===== config.mk =====
export PLATFORM = sky130hd
export DESIGN_NAME = bg_seq_ctrl_flat
export DESIGN_NICKNAME = d
export VERILOG_FILES = /design/src/rtl/bg_seq_ctrl_if.sv /design/src/rtl/bg_seq_ctrl.sv /design/src/flat_wrapper.sv
export SDC_FILE = /design/constraint.sdc
export NUM_CORES = 1
export LEC_CHECK = 0
export ABC_AREA = 0
export CAP_MARGIN = 5
export CORE_ASPECT_RATIO = 1.75
export CORE_MARGIN = 5
export CORE_UTILIZATION = 49
export DETAILED_ROUTE_END_ITERATION = 10
export GPL_ROUTABILITY_DRIVEN = 0
export PLACE_DENSITY = 0.7
export SETUP_SLACK_MARGIN = 0.5
export SYNTH_ARGS = -nofsm -noshare
export SYNTH_HDL_FRONTEND = slang
export SYNTH_SLANG_ARGS = --single-unit

===== constraint.sdc =====
create_clock -name clk -period 3 [get_ports clk]
set_clock_uncertainty 0.05 [all_clocks]
set_input_delay 0.75 -clock clk [delete_from_list [all_inputs] [get_ports clk]]
set_output_delay 0.75 -clock clk [all_outputs]
set_load 0.01 [all_outputs]

===== src/rtl/bg_seq_ctrl_if.sv =====
// Signal bundle between the bandgap sequencer and its analog macro / chip control.
// The sequencer side uses the master modport; the environment uses slave.
interface bg_seq_ctrl_if #(
  parameter int TRIM_W = 5
);
  logic              en;
  logic              cmp;
  logic              recal;
  logic              PI1;
  logic              PI2;
  logic              PII1;
  logic              PII2;
  logic              PA;
  logic              PB;
  logic              PC;
  logic              PD;
  logic              s_BG2CMP;
  logic              cmp_p1;
  logic              cmp_p2;
  logic              preChrg;
  logic              setupBias;
  logic [TRIM_W-1:0] trim;
  logic              locked;
  logic              valid;
  logic              err;

  modport master (
    input  en, cmp, recal,
    output PI1, PI2, PII1, PII2, PA, PB, PC, PD, s_BG2CMP,
    output cmp_p1, cmp_p2, preChrg, setupBias, trim, locked, valid, err
  );

  modport slave (
    output en, cmp, recal,
    input  PI1, PI2, PII1, PII2, PA, PB, PC, PD, s_BG2CMP,
    input  cmp_p1, cmp_p2, preChrg, setupBias, trim, locked, valid, err
  );
endinterface


===== src/rtl/bg_seq_ctrl.sv =====
// Switched-capacitor bandgap sequencer with bias trim calibration.
// States: IDLE off | PRECHG precharge | BLANK 1-cycle gap | DIODE/BIGDIODE diode phases | HCHG/LCHG charge | OUTPUT output
module bg_seq_ctrl #(
  parameter int PRE_LEN    = 40,
  parameter int DIODE_LEN  = 6,
  parameter int BIG_LEN    = 15,
  parameter int CHG_LEN    = 6,
  parameter int OUT_LEN    = 3,
  parameter int TRIM_W     = 5,
  parameter int TRIM_INIT  = 16,
  parameter int LOCK_REV   = 3,
  parameter int CAL_MAX    = 63,
  parameter int SETTLE_CYC = 12
) (
  input  logic          clk,
  input  logic          reset_n,
  bg_seq_ctrl_if.master bus
);
  localparam int M1      = (PRE_LEN > DIODE_LEN) ? PRE_LEN : DIODE_LEN;
  localparam int M2      = (BIG_LEN > CHG_LEN) ? BIG_LEN : CHG_LEN;
  localparam int M3      = (M1 > M2) ? M1 : M2;
  localparam int MAX_LEN = (M3 > OUT_LEN) ? M3 : OUT_LEN;
  localparam int CW      = $clog2(MAX_LEN + 1);
  localparam int IW      = $clog2(CAL_MAX + 1);
  localparam int RW      = $clog2(LOCK_REV + 1);
  localparam int SW      = (SETTLE_CYC < 1) ? 1 : $clog2(SETTLE_CYC + 1);
  localparam logic [TRIM_W-1:0] TRIM_RST = TRIM_W'(TRIM_INIT);

  typedef enum logic [3:0] {
    S_IDLE, S_PRECHG, S_BLANK, S_DIODE, S_BIGDIODE, S_HCHG, S_LCHG, S_OUTPUT
  } state_t;

  typedef struct packed {
    logic pi1, pi2, pii1, pii2, pa, pb, pc, pd;
    logic s_bg2cmp, pre_chrg, setup_bias, cmp_p1, cmp_p2;
  } sw_t;

  localparam sw_t SW_RST = '{cmp_p1: 1'b1, default: 1'b0};

  state_t            state_q, state_d, nxt_q, nxt_d;
  logic [CW-1:0]     cnt_q, cnt_d;
  logic [TRIM_W-1:0] trim_q, trim_d;
  logic [IW-1:0]     iter_q, iter_d;
  logic [RW-1:0]     rev_q, rev_d;
  logic [SW-1:0]     settle_q, settle_d;
  logic              dir_q, dir_d, dir_vld_q, dir_vld_d, hl_q, hl_d;
  logic              locked_q, locked_d, err_q, err_d, valid_q, valid_d;
  sw_t               sw_q, sw_d;
  logic              dir_up;

  // Phase timers count down from length-1; zero is the last cycle of the phase.
  function automatic logic [CW-1:0] load_of(state_t s);
    logic [CW-1:0] r;
    r = '0;
    case (s)
      S_PRECHG:   r = CW'(PRE_LEN - 1);
      S_DIODE:    r = CW'(DIODE_LEN - 1);
      S_BIGDIODE: r = CW'(BIG_LEN - 1);
      S_HCHG:     r = CW'(CHG_LEN - 1);
      S_LCHG:     r = CW'(CHG_LEN - 1);
      S_OUTPUT:   r = CW'(OUT_LEN - 1);
      default:    r = '0;
    endcase
    return r;
  endfunction

  always_ff @(posedge clk or negedge reset_n) begin
    if (!reset_n) begin
      state_q   <= S_IDLE;
      nxt_q     <= S_IDLE;
      cnt_q     <= '0;
      trim_q    <= TRIM_RST;
      iter_q    <= '0;
      rev_q     <= '0;
      settle_q  <= '0;
      dir_q     <= 1'b0;
      dir_vld_q <= 1'b0;
      hl_q      <= 1'b0;
      locked_q  <= 1'b0;
      err_q     <= 1'b0;
      valid_q   <= 1'b0;
      sw_q      <= SW_RST;
    end else begin
      state_q   <= state_d;
      nxt_q     <= nxt_d;
      cnt_q     <= cnt_d;
      trim_q    <= trim_d;
      iter_q    <= iter_d;
      rev_q     <= rev_d;
      settle_q  <= settle_d;
      dir_q     <= dir_d;
      dir_vld_q <= dir_vld_d;
      hl_q      <= hl_d;
      locked_q  <= locked_d;
      err_q     <= err_d;
      valid_q   <= valid_d;
      sw_q      <= sw_d;
    end
  end

  always_comb begin
    state_d   = state_q;
    nxt_d     = nxt_q;
    cnt_d     = cnt_q;
    trim_d    = trim_q;
    iter_d    = iter_q;
    rev_d     = rev_q;
    settle_d  = settle_q;
    dir_d     = dir_q;
    dir_vld_d = dir_vld_q;
    hl_d      = hl_q;
    locked_d  = locked_q;
    err_d     = err_q;
    valid_d   = valid_q;
    sw_d      = SW_RST;
    dir_up    = ~bus.cmp;

    if (!bus.en || (bus.recal && state_q != S_IDLE)) begin
      state_d   = bus.en ? S_BLANK : S_IDLE;
      nxt_d     = bus.en ? S_DIODE : S_IDLE;
      cnt_d     = '0;
      trim_d    = TRIM_RST;
      iter_d    = '0;
      rev_d     = '0;
      settle_d  = '0;
      dir_d     = 1'b0;
      dir_vld_d = 1'b0;
      hl_d      = 1'b0;
      locked_d  = 1'b0;
      err_d     = 1'b0;
      valid_d   = 1'b0;
    end else begin
      case (state_q)
        S_IDLE: begin
          state_d = S_PRECHG;
          cnt_d   = load_of(S_PRECHG);
        end
        S_BLANK: begin
          state_d = nxt_q;
          cnt_d   = load_of(nxt_q);
          if (nxt_q == S_OUTPUT && settle_q == SW'(SETTLE_CYC)) valid_d = 1'b1;
        end
        default: begin
          if (cnt_q == '0) begin
            state_d = S_BLANK;
            cnt_d   = '0;
            case (state_q)
              S_DIODE: begin
                if (!locked_q) begin
                  nxt_d = S_BIGDIODE;
                end else begin
                  nxt_d = hl_q ? S_LCHG : S_HCHG;
                  hl_d  = ~hl_q;
                end
              end
              S_BIGDIODE: begin
                nxt_d = S_DIODE;
                if (!locked_q) begin
                  if (bus.cmp) begin
                    if (trim_q != '0) trim_d = trim_q - TRIM_W'(1);
                  end else if (trim_q != '1) begin
                    trim_d = trim_q + TRIM_W'(1);
                  end
                  iter_d    = iter_q + IW'(1);
                  dir_d     = dir_up;
                  dir_vld_d = 1'b1;
                  if (dir_vld_q && dir_up != dir_q) rev_d = rev_q + RW'(1);
                  // Lock takes priority over timeout when both land on the same sample.
                  if (rev_d == RW'(LOCK_REV)) begin
                    locked_d = 1'b1;
                    hl_d     = 1'b0;
                    settle_d = '0;
                  end else if (iter_d == IW'(CAL_MAX)) begin
                    locked_d = 1'b1;
                    err_d    = 1'b1;
                    hl_d     = 1'b0;
                    settle_d = '0;
                  end
                end
              end
              S_LCHG:   nxt_d = S_OUTPUT;
              S_OUTPUT: begin
                nxt_d = S_DIODE;
                if (settle_q != SW'(SETTLE_CYC)) settle_d = settle_q + SW'(1);
              end
              default:  nxt_d = S_DIODE;
            endcase
          end else begin
            cnt_d = cnt_q - CW'(1);
          end
        end
      endcase
    end

    sw_d.pi1        = (state_d == S_BIGDIODE);
    sw_d.pi2        = (state_d == S_BIGDIODE) && (cnt_d != CW'(BIG_LEN - 1));
    sw_d.pii1       = (state_d == S_DIODE);
    sw_d.pii2       = (state_d == S_DIODE) && (cnt_d != CW'(DIODE_LEN - 1));
    sw_d.pa         = (state_d == S_HCHG) || (state_d == S_LCHG);
    sw_d.pb         = (state_d == S_PRECHG) || (state_d == S_HCHG) || (state_d == S_OUTPUT);
    sw_d.pc         = (state_d == S_PRECHG) || (state_d == S_LCHG) || (state_d == S_OUTPUT);
    sw_d.pd         = (state_d == S_PRECHG) || (state_d == S_OUTPUT);
    sw_d.s_bg2cmp   = sw_d.pb || sw_d.pc;
    sw_d.pre_chrg   = (state_d == S_PRECHG);
    sw_d.setup_bias = (state_d != S_IDLE) && !locked_d;
    if (!bus.en) begin
      sw_d.cmp_p1 = 1'b1;
    end else if (state_d == S_PRECHG || (state_d == S_DIODE && cnt_d == '0)) begin
      sw_d.cmp_p1 = ~sw_q.cmp_p1;
    end else begin
      sw_d.cmp_p1 = sw_q.cmp_p1;
    end
    sw_d.cmp_p2 = ~sw_d.cmp_p1;
  end

  assign bus.PI1       = sw_q.pi1;
  assign bus.PI2       = sw_q.pi2;
  assign bus.PII1      = sw_q.pii1;
  assign bus.PII2      = sw_q.pii2;
  assign bus.PA        = sw_q.pa;
  assign bus.PB        = sw_q.pb;
  assign bus.PC        = sw_q.pc;
  assign bus.PD        = sw_q.pd;
  assign bus.s_BG2CMP  = sw_q.s_bg2cmp;
  assign bus.preChrg   = sw_q.pre_chrg;
  assign bus.setupBias = sw_q.setup_bias;
  assign bus.cmp_p1    = sw_q.cmp_p1;
  assign bus.cmp_p2    = sw_q.cmp_p2;
  assign bus.trim      = trim_q;
  assign bus.locked    = locked_q;
  assign bus.valid     = valid_q;
  assign bus.err       = err_q;
endmodule

===== src/flat_wrapper.sv =====
// flat-port wrapper written by rule: the top's interface ports become plain ports
module bg_seq_ctrl_flat 
#(
  parameter int PRE_LEN    = 40,
  parameter int DIODE_LEN  = 6,
  parameter int BIG_LEN    = 15,
  parameter int CHG_LEN    = 6,
  parameter int OUT_LEN    = 3,
  parameter int TRIM_W     = 5,
  parameter int TRIM_INIT  = 16,
  parameter int LOCK_REV   = 3,
  parameter int CAL_MAX    = 63,
  parameter int SETTLE_CYC = 12
)
  (clk, reset_n, bus_en, bus_cmp, bus_recal, bus_PI1, bus_PI2, bus_PII1, bus_PII2, bus_PA, bus_PB, bus_PC, bus_PD, bus_s_BG2CMP, bus_cmp_p1, bus_cmp_p2, bus_preChrg, bus_setupBias, bus_trim, bus_locked, bus_valid, bus_err);
  bg_seq_ctrl_if #(.TRIM_W(TRIM_W)) bus_i ();
  input  logic clk;
  input  logic reset_n;
  input wire logic [$bits(bus_i.en)-1:0] bus_en;
  input wire logic [$bits(bus_i.cmp)-1:0] bus_cmp;
  input wire logic [$bits(bus_i.recal)-1:0] bus_recal;
  output wire logic [$bits(bus_i.PI1)-1:0] bus_PI1;
  output wire logic [$bits(bus_i.PI2)-1:0] bus_PI2;
  output wire logic [$bits(bus_i.PII1)-1:0] bus_PII1;
  output wire logic [$bits(bus_i.PII2)-1:0] bus_PII2;
  output wire logic [$bits(bus_i.PA)-1:0] bus_PA;
  output wire logic [$bits(bus_i.PB)-1:0] bus_PB;
  output wire logic [$bits(bus_i.PC)-1:0] bus_PC;
  output wire logic [$bits(bus_i.PD)-1:0] bus_PD;
  output wire logic [$bits(bus_i.s_BG2CMP)-1:0] bus_s_BG2CMP;
  output wire logic [$bits(bus_i.cmp_p1)-1:0] bus_cmp_p1;
  output wire logic [$bits(bus_i.cmp_p2)-1:0] bus_cmp_p2;
  output wire logic [$bits(bus_i.preChrg)-1:0] bus_preChrg;
  output wire logic [$bits(bus_i.setupBias)-1:0] bus_setupBias;
  output wire logic [$bits(bus_i.trim)-1:0] bus_trim;
  output wire logic [$bits(bus_i.locked)-1:0] bus_locked;
  output wire logic [$bits(bus_i.valid)-1:0] bus_valid;
  output wire logic [$bits(bus_i.err)-1:0] bus_err;
  assign bus_i.en = bus_en;
  assign bus_i.cmp = bus_cmp;
  assign bus_i.recal = bus_recal;
  assign bus_PI1 = bus_i.PI1;
  assign bus_PI2 = bus_i.PI2;
  assign bus_PII1 = bus_i.PII1;
  assign bus_PII2 = bus_i.PII2;
  assign bus_PA = bus_i.PA;
  assign bus_PB = bus_i.PB;
  assign bus_PC = bus_i.PC;
  assign bus_PD = bus_i.PD;
  assign bus_s_BG2CMP = bus_i.s_BG2CMP;
  assign bus_cmp_p1 = bus_i.cmp_p1;
  assign bus_cmp_p2 = bus_i.cmp_p2;
  assign bus_preChrg = bus_i.preChrg;
  assign bus_setupBias = bus_i.setupBias;
  assign bus_trim = bus_i.trim;
  assign bus_locked = bus_i.locked;
  assign bus_valid = bus_i.valid;
  assign bus_err = bus_i.err;
  bg_seq_ctrl #(.PRE_LEN(PRE_LEN), .DIODE_LEN(DIODE_LEN), .BIG_LEN(BIG_LEN), .CHG_LEN(CHG_LEN), .OUT_LEN(OUT_LEN), .TRIM_W(TRIM_W), .TRIM_INIT(TRIM_INIT), .LOCK_REV(LOCK_REV), .CAL_MAX(CAL_MAX), .SETTLE_CYC(SETTLE_CYC)) u_core (.clk(clk), .reset_n(reset_n), .bus(bus_i));
endmodule

# After elaboration in Yosys (flattened, before gate mapping)
# Cells that the tools add are included.
[word_totals]
ff_bits = 50
input_bits = 5
elab_cells = 194
[classes]
addsub = 6
eq_ne = 33
muxes = 84
n_bitwise = 4
reduce_logical = 41
[ops]
columns = ["cell", "count"]
rows = [
  ["4-bit two-way mux", 13],
  ["4-bit by 3-bit == test with 1-bit output, second input constant", 11],
  ["6-bit two-way mux", 7],
  ["5-bit two-way mux", 8],
  ["1-bit two-way mux", 36],
  ["2-bit two-way mux", 14],
  ["4-bit case mux with 2 select lines", 3],
  ["6-bit case mux with 4 select lines", 1],
  ["6-bit AND reduction", 4],
  ["4-bit by 2-bit == test with 1-bit output, second input constant", 4],
  ["6-bit zero test", 2],
  ["6-bit case mux with 2 select lines", 1],
  ["2-bit nonzero test", 5],
  ["1-bit logical OR", 9],
  ["3-bit by 1-bit != test with 1-bit output, second input constant", 3],
  ["3-bit nonzero test", 3],
  ["4-bit by 1-bit == test with 1-bit output, second input constant", 2],
  ["4-bit nonzero test", 2],
  ["1-bit logical AND", 7],
  ["6-bit by 1-bit adder with 6-bit output, second input constant", 1],
  ["6-bit == test, second input constant", 1],
  ["6-bit by 3-bit != test with 1-bit output, second input constant", 1],
  ["6-bit by 4-bit != test with 1-bit output, second input constant", 1],
  ["6-bit by 1-bit subtractor with 6-bit output, second input constant", 1],
  ["22 further kinds", 28],
]

# Longest topological paths before layout
# Gate-level depths: netlist (run 1).
[depth]
ltp_word = 18
mapped_depth = 9
depth_no_buf = 9

# Least setup slack after synthesis (run 1)
# No wires, ideal clock.
[synth_path]
path_type = "flip-flop to flip-flop"
from = "reg u_core.cnt_q[0]"
to = "reg u_core.sw_q (netlist bit u_core.bus.cmp_p2)"
arrival_ns = 2.117
required_time_ns = 2.826
path_slack_ns = 0.709
path_stages_with_launch = 9
path_buffers = 0
synth_period_minus_slack_ns = 2.291
path_cell_list = "dfrtp_1 inv_1 ha_1 nand2b_1 o311ai_2 a221oi_2 a211oi_1 mux2_4 or2_1"
[synth_lines]
columns = ["element", "line_no", "text"]
rows = [
  ["start: declaration", "bg_seq_ctrl.sv:41", "logic [CW-1:0] cnt_q, cnt_d;"],
  ["start signal: assignment", "bg_seq_ctrl.sv:86", "cnt_q <= cnt_d;"],
  ["end signal: assignment", "bg_seq_ctrl.sv:97", "sw_q <= sw_d;"],
  ["end: declaration", "bg_seq_ctrl.sv:48", "sw_t sw_q, sw_d;"],
]

==> metrics, run 1 <==
result of the run=finished, final reports clean; minimum clock period after layout=2.476 ns; combinational family with the most area after synthesis=simple AND/OR/NAND/NOR gates; power per unit of standard cell area=599.8 mW/mm^2; number of library cell types mapped by synthesis=68; arrival time of the worst setup path=2.63 ns; maximum clock frequency=403.8 MHz; number of H-tree branching levels=2; Total GRT Usage=19.10%; number of optimization iterations in the first detailed-route pass=5; final number of setup-violating endpoints=0; data required time at the worst endpoint=3.15 ns; post-synthesis sequential area ratio=42.96%; post-synthesis simple-gate area fraction=22.62%; unrepaired setup endpoints after global routing=yes; commonest register cell after synthesis=sky130_fd_sc_hd__dfrtp_1; Final HPWL DP=5018 um; initial core utilization=50.80%; critical register-to-register path startpoint=u_core.cnt_q[0]$_DFF_PN0_; Tcrit/Tclk final=82.54%; IO Count=26; critical path class=register to register; count of yosys warnings during synthesis=0; xor/xnor cell area share of the yosys netlist=5.818%; nets=354; cell types occupying the most area after synthesis=sky130_fd_sc_hd__dfrtp_1, sky130_fd_sc_hd__nor2_1, sky130_fd_sc_hd__xor2_1; synthesized netlist cell count=299; number of inserted diodes=0; kind of launch point of the worst setup path=register; Clock Root Buffer=sky130_fd_sc_hd__clkbuf_8; via count=2,429; clock buffer count from CTS=5; detailed router's first-iteration violation count=166; hold_ws=0.1706 ns; die height=111.1 um; drt total wl=7064 um; arithmetic-cell share of the synthesized area counting full adders, half adders and majority gates=4.637%; Static Leak=1.555 nW; Row Count=36; Compound-Gate Fraction of Synth Area=18.50%; number of nets in the synthesized netlist=314; clk buf depth=2; DR vias/cell=5.839; Placed Instance Area=0.003216 mm^2; clock slew at the register clock pins of the worst setup and hold paths=0.09 ns; final hold vios=0; number of antenna violations at the first check in global routing=0; Core Util, Final=62.00%; Final TNS setup=0 ns; final instance area=0.003491 mm^2; max-slew violation total from the final report=0; number of max-cap violations=0; first-pass GRT wire length=11,190 um; endpoint kind of the worst setup timing path=register; Remaining Overflow, GRT=0; number of sinks on the clock net=49; cell type contributing the most total cell area after synthesis=sky130_fd_sc_hd__dfrtp_1; number of synthesized register bits=49; number of cells on the worst reg-to-reg path=8; Worst Tran Pin Value=0.5719 ns; Total Die Area=0.007526 mm^2; share of synthesized flip-flops with an asynchronous set or reset=100.0%; share of the synthesized area in the top cell type=41.12%; setup slack of the worst register-to-register path=0.52 ns; number of enable flip-flop cells after synthesis=0; Worst slew margin=61.79%; number of I/O port buffers=25; DRC violations left=0; clock tree from TritonCTS=built; detail-routed net length per standard cell=16.98 um; Post-DRT Antenna Nets=0; largest net degree at the start of global routing=26; maximum fanout along the worst path=6; area inside the core boundary=0.005630 mm^2; width of the chip=67.76 um; mux contribution to synthesized area=0.8749%; maximum ir drop on the vdd rail=0.3161 mV; Layout fillers=479; number of global-route vias before repair=2,422; Avg Synthesized Cell Area=9.566 um^2; worst min-delay path class=primary input to async pin; fraction of final layout cells with drive strength greater than 1=18.82%; endpoint of the worst register-to-register path=u_core.bus.cmp_p2$_DFF_PN0_; Clock Latency Late Sink=0.30 ns; area added between synthesis and finish=22.05%; netlist area before placement=0.002860 mm^2
-- area by class of cell --
| type | count | area, um^2 | area share [%] |
|---|---|---|---|
| multi-input cells | 221 | 1573 | 45.05 |
| flip-flops and latches | 49 | 1232 | 35.30 |
| repair buffers | 47 | 440.4 | 12.62 |
| well taps | 76 | 95.09 | 2.724 |
| clock buffers | 5 | 68.82 | 1.971 |
| inverters | 15 | 56.30 | 1.613 |
| clock inverters | 3 | 25.02 | 0.7168 |
-- synth_stat cells (3+ instances only) --
cell and number:
sky130_fd_sc_hd__dfrtp_1 47, sky130_fd_sc_hd__nor2_1 40, sky130_fd_sc_hd__nand2_1 19, sky130_fd_sc_hd__inv_1 15, sky130_fd_sc_hd__a21oi_1 13, sky130_fd_sc_hd__xor2_1 13, sky130_fd_sc_hd__o21ai_0 11, sky130_fd_sc_hd__nand3_1 10
sky130_fd_sc_hd__ha_1 9, sky130_fd_sc_hd__a211oi_1 8, sky130_fd_sc_hd__nand4_1 7, sky130_fd_sc_hd__nor3_1 7, sky130_fd_sc_hd__a31oi_1 6, sky130_fd_sc_hd__buf_2 6, sky130_fd_sc_hd__xnor2_1 6, sky130_fd_sc_hd__a21o_1 4
sky130_fd_sc_hd__and3_1 4, sky130_fd_sc_hd__nor3b_1 4, sky130_fd_sc_hd__nor4_1 4, sky130_fd_sc_hd__a21boi_0 3, sky130_fd_sc_hd__clkbuf_1 3, sky130_fd_sc_hd__nor2b_1 3
-- critical path, stage by stage (launching register included) --
cell and delay (ns):
sky130_fd_sc_hd__dfrtp_1 0.46, sky130_fd_sc_hd__inv_1 0.15, sky130_fd_sc_hd__ha_1 0.22, sky130_fd_sc_hd__nand2b_2 0.13, sky130_fd_sc_hd__o311ai_4 0.43, sky130_fd_sc_hd__a221oi_2 0.09, sky130_fd_sc_hd__a211oi_2 0.29, sky130_fd_sc_hd__mux2_4 0.33
sky130_fd_sc_hd__or2_1 0.22
-- metal layers --
metal  vias up  track usage, %  share of wire [%]
met5         -               0                  0
met4         0           9.079                3.9
met3        27           3.144                3.6
met2        81           32.73                 54
met1      1164           22.14                 39
li1       1157               -                  -
-- layout by cell type, fill, tap and decap left out, types with 5 or more instances in the layout --
master	synthesis	final
sky130_fd_sc_hd__a211oi_1	8	7
sky130_fd_sc_hd__ha_1	9	9
sky130_fd_sc_hd__o21ai_0	11	10
sky130_fd_sc_hd__nor3_1	7	7
sky130_fd_sc_hd__inv_1	15	15
sky130_fd_sc_hd__clkbuf_8	0	5
sky130_fd_sc_hd__a21oi_1	13	12
sky130_fd_sc_hd__nand2_1	19	19
sky130_fd_sc_hd__nand4_1	7	7
sky130_fd_sc_hd__nor2_1	40	39
sky130_fd_sc_hd__xor2_1	13	13
sky130_fd_sc_hd__clkdlybuf4s50_1	0	22
sky130_fd_sc_hd__nand3_1	10	10
sky130_fd_sc_hd__xnor2_1	6	5
sky130_fd_sc_hd__dfrtp_1	47	44
sky130_fd_sc_hd__buf_4	2	20
-- logic make-up after synthesis --
logic type                 Yosys count
muxes                                2
and+or+nand+nor                    120
AOI/OAI and AO/OA                   70
xor gates and xnor gates            19
DFF                                 49
buffers and inverters               29
adders and majority gates           10
-- sequential cells by signal (all words and copies together), names as in the netlist, 2 cells and up --
name and count:
u_core.nxt_q 3, u_core.rev_q 2, u_core.cnt_q 6, u_core.settle_q 4
u_core.state_q 4, u_core.bus.trim 5, u_core.iter_q 6
-- what timing repair did --
action,in CTS,in global routing
hold buffers,0,0
endpoints found under the setup margin,3,14
hold endpoints to repair,0,0
pin swaps,2,4
buffers inserted,0,10
gates resized for setup,4,17
-- where the power goes --
part | switching, W | leakage (nW) | total (W) | internal [W]
Combinational | 0.000467 | 0.857 | 0.000849 | 0.000382
Sequential | 0.0000929 | 0.653 | 0.000837 | 0.000744
Clock | 0.000237 | 0.0452 | 0.000408 | 0.000170
-- worst max path at each step --
stage	startpoint	endpoint	slack [ns]
3_3_place_gp	bus_recal	u_core.bus.cmp_p2$_DFF_PN0_	0.16
5_1_grt	u_core.cnt_q[0]$_DFF_PN0_	u_core.bus.PI2$_DFF_PN0_	0.45
6_report	u_core.cnt_q[0]$_DFF_PN0_	u_core.bus.cmp_p2$_DFF_PN0_	0.52
4_1_cts	u_core.state_q[0]$_DFF_PN0_	u_core.bus.cmp_p2$_DFF_PN0_	0.48
2_1_floorplan	u_core.cnt_q[0]$_DFF_PN0_	u_core.bus.cmp_p2$_DFF_PN0_	0.71
3_5_place_dp	bus_recal	u_core.bus.cmp_p2$_DFF_PN0_	0.09
-- metrics by stage --
| stage | cells | setup slack, ns | total power (W) |
|---|---|---|---|
| 2_1_floorplan | 299 | 0.7093 | 0.001280 |
| 3_3_place_gp | 398 | 0.1620 | 0.001523 |
| 3_5_place_dp | 398 | 0.09042 | 0.001533 |
| 4_1_cts | 406 | 0.4805 | 0.001958 |
| 5_1_grt | 416 | 0.4541 | 0.002199 |
| 6_report | 416 | 0.5238 | 0.002094 |
(Power assumes the default switching activity.)
==> run 2, diff against run 1 <==
==> constraint.sdc (replaced) <==
create_clock -name clk -period 2.4 [get_ports clk]
set_clock_uncertainty 0.05 [all_clocks]
set_input_delay 0.6 -clock clk [delete_from_list [all_inputs] [get_ports clk]]
set_output_delay 0.6 -clock clk [all_outputs]
set_load 0.01 [all_outputs]
==> metrics, run 2 (synthesis results as in run 1) <==
number of hold buffers added after CTS=0 (unchanged); DRC violations left=0 (unchanged); Clock Root Buffer=sky130_fd_sc_hd__clkbuf_8; Final HPWL DP=5296 um (+5.5%); number of max-cap violations=0 (unchanged); Remaining Overflow, GRT=0 (unchanged); number of antenna violations at the first check in global routing=0 (unchanged); top routing layer in use=met4; area inside the core boundary=0.005630 mm^2 (unchanged); power per unit of standard cell area=709.1 mW/mm^2 (+18%); maximum fanout along the worst path=4 (-2); number of optimization iterations in the first detailed-route pass=4 (-1); clk buf depth=2 (unchanged); number of sinks on the clock net=49 (unchanged); clock buffer count from CTS=5 (unchanged); minimum clock period after layout=2.336 ns (-0.1398 ns); leading cell types in the layout, fill and taps excluded=sky130_fd_sc_hd__buf_4, sky130_fd_sc_hd__dfrtp_1, sky130_fd_sc_hd__nor2_1, sky130_fd_sc_hd__buf_6, sky130_fd_sc_hd__nand2_1; fraction of final layout cells with drive strength greater than 1=42.47% (+24 points); WL met3=500 um (+95%); detail-routed net length per standard cell=19.76 um (+16%); die height=111.1 um (unchanged); clock tree from TritonCTS=built; initial core utilization=50.80% (unchanged); kind of launch point of the worst setup path=register; final number of setup-violating endpoints=0 (unchanged); IO Count=26 (unchanged); final hold vios=0 (unchanged); data required time at the worst endpoint=2.57 ns (-0.58 ns); clock slew at the register clock pins of the worst setup and hold paths=0.11 ns (+0.02 ns); number of inserted diodes=0 (unchanged); largest net degree at the start of global routing=50 (+92%); via count=2,906 (+20%); buffering stage count on the worst path with inverters included=2 (+1); endpoint kind of the worst setup timing path=register; Worst Tran Pin Value=0.6795 ns (+0.1076 ns); hold_ws=0.3150 ns (+0.1444 ns); number of H-tree branching levels=2 (unchanged); Post-DRT Antenna Nets=0 (unchanged); detailed router's first-iteration violation count=197 (+19%); width of the chip=67.76 um (unchanged); critical path class=register to register; number of I/O port buffers=25 (unchanged); final instance area=0.004393 mm^2 (+26%); max-slew violation total from the final report=0 (unchanged); cell family contributing the most delay on the critical path=compound AO/OA/AOI/OAI gates; Static Leak=2.064 nW (+33%); DR vias/cell=6.042 (+3.5%); Placed Instance Area=0.003465 mm^2 (+7.7%); result of the run=finished, final reports clean; unrepaired setup endpoints after global routing=yes; maximum clock frequency=428.0 MHz (+6.0%); setup slack of the worst register-to-register path=0.06 ns (-0.46 ns); Crit-path slowest cell=sky130_fd_sc_hd__dfrtp_2; Row Count=36 (unchanged); length of routed wiring on met1=3198 um (+17%); first-pass GRT wire length=14,040 um (+25%); maximum ir drop on the vdd rail=0.4457 mV (+41%); Tcrit/Tclk final=97.35% (+15 points); worst min-delay path class=primary input to async pin; arrival time of the worst setup path=2.50 ns (-0.13 ns); CP cell instances=buf_6, o41ai_4, buf_4, o311ai_4, a211oi_1, nor3b_2, and4b_1, nor3_1; number of global-route vias before repair=2,977 (+23%); Total Die Area=0.007526 mm^2 (unchanged); Total GRT Usage=24.35% (+5.3 points); most common cell after layout, fill and taps aside=sky130_fd_sc_hd__buf_4; area added between synthesis and finish=53.59%; nets=419 (+18%); Worst slew margin=54.35% (-7.4 points); met2 layer wire length in the routed design=5193 um (+37%); Final TNS setup=0 ns (unchanged); slowest cell delay on critical path=0.46 ns (about the same); drt total wl=9503 um (+35%); Clock Latency Late Sink=0.32 ns (+0.02 ns)
run 2: through the flow:
| step | std cells | total power (W) | utilization [%] | worst slack [ns] |
|---|---|---|---|---|
| 4_1_cts | 469 | 0.002854 | 71.73 | 0.1378 |
| 3_5_place_dp | 426 | 0.002072 | 61.53 | -0.2302 |
| 2_1_floorplan | 299 | 0.001622 | - | 0.2659 |
| 6_report | 481 | 0.003115 | 78.02 | 0.06364 |
| 5_1_grt | 481 | 0.003239 | 78.02 | -0.09276 |
| 3_3_place_gp | 426 | 0.002055 | 61.53 | -0.1385 |
run 2: cell type report:
cell class / instances / area [um^2]
Inverter: 15 / 56.30
Sequential cell: 49 / 1239
Fill cell: 360 / 1237
Clock inverter: 3 / 26.28
Multi-Input combinational cell: 222 / 1872
Clock buffer: 5 / 68.82
Timing Repair Buffer: 111 / 1036
Tap cell: 76 / 95.09
run 2: repair_timing:
action | in CTS | in global routing
setup buffers | 34 | 12
endpoints found under the setup margin | 46 | 48
pin swaps | 23 | 19
gates resized for setup | 62 | 59
cloned | 1 | 0
run 2: report_power, final:
part	switching (W)	leakage [nW]	internal [W]
logic	0.000793	1.38	0.000749
registers	0.000107	0.644	0.000930
clock network	0.000322	0.0423	0.000213
run 2: metal layers:
metal | vias to the layer above | GRT usage (%)
met5 | - | 0
met3 | 63 | 5.172
li1 | 1286 | -
met1 | 1431 | 24.77
met2 | 126 | 43.92
met4 | 0 | 12.60
run 2: worst register-to-register path, cell delays in order (launching register included):
cell and delay [ns]:
sky130_fd_sc_hd__dfrtp_2 0.46, sky130_fd_sc_hd__buf_6 0.14, sky130_fd_sc_hd__o41ai_4 0.37, sky130_fd_sc_hd__buf_4 0.19
sky130_fd_sc_hd__o311ai_4 0.12, sky130_fd_sc_hd__a211oi_1 0.32, sky130_fd_sc_hd__nor3b_2 0.30, sky130_fd_sc_hd__and4b_1 0.23
sky130_fd_sc_hd__nor3_1 0.05
run 2: path summary, 6_finish.rpt:
| kind | cells after the start | to | from |
|---|---|---|---|
| min reg2reg | 2 | u_core.bus.valid$_DFFE_PN0P_ | u_core.bus.valid$_DFFE_PN0P_ |
| max reg2reg | 8 | u_core.bus.PII2$_DFF_PN0_ | u_core.state_q[3]$_DFF_PN0_ |
| min | 2 | u_core.nxt_q[1]$_DFFE_PN0P_ | reset_n |
| max | 8 | u_core.bus.PII2$_DFF_PN0_ | u_core.state_q[3]$_DFF_PN0_ |
| min in group clk | 2 | u_core.bus.valid$_DFFE_PN0P_ | u_core.bus.valid$_DFFE_PN0P_ |
| max in group asynchronous | 2 | u_core.bus.trim[2]$_DFFE_PN0P_ | reset_n |
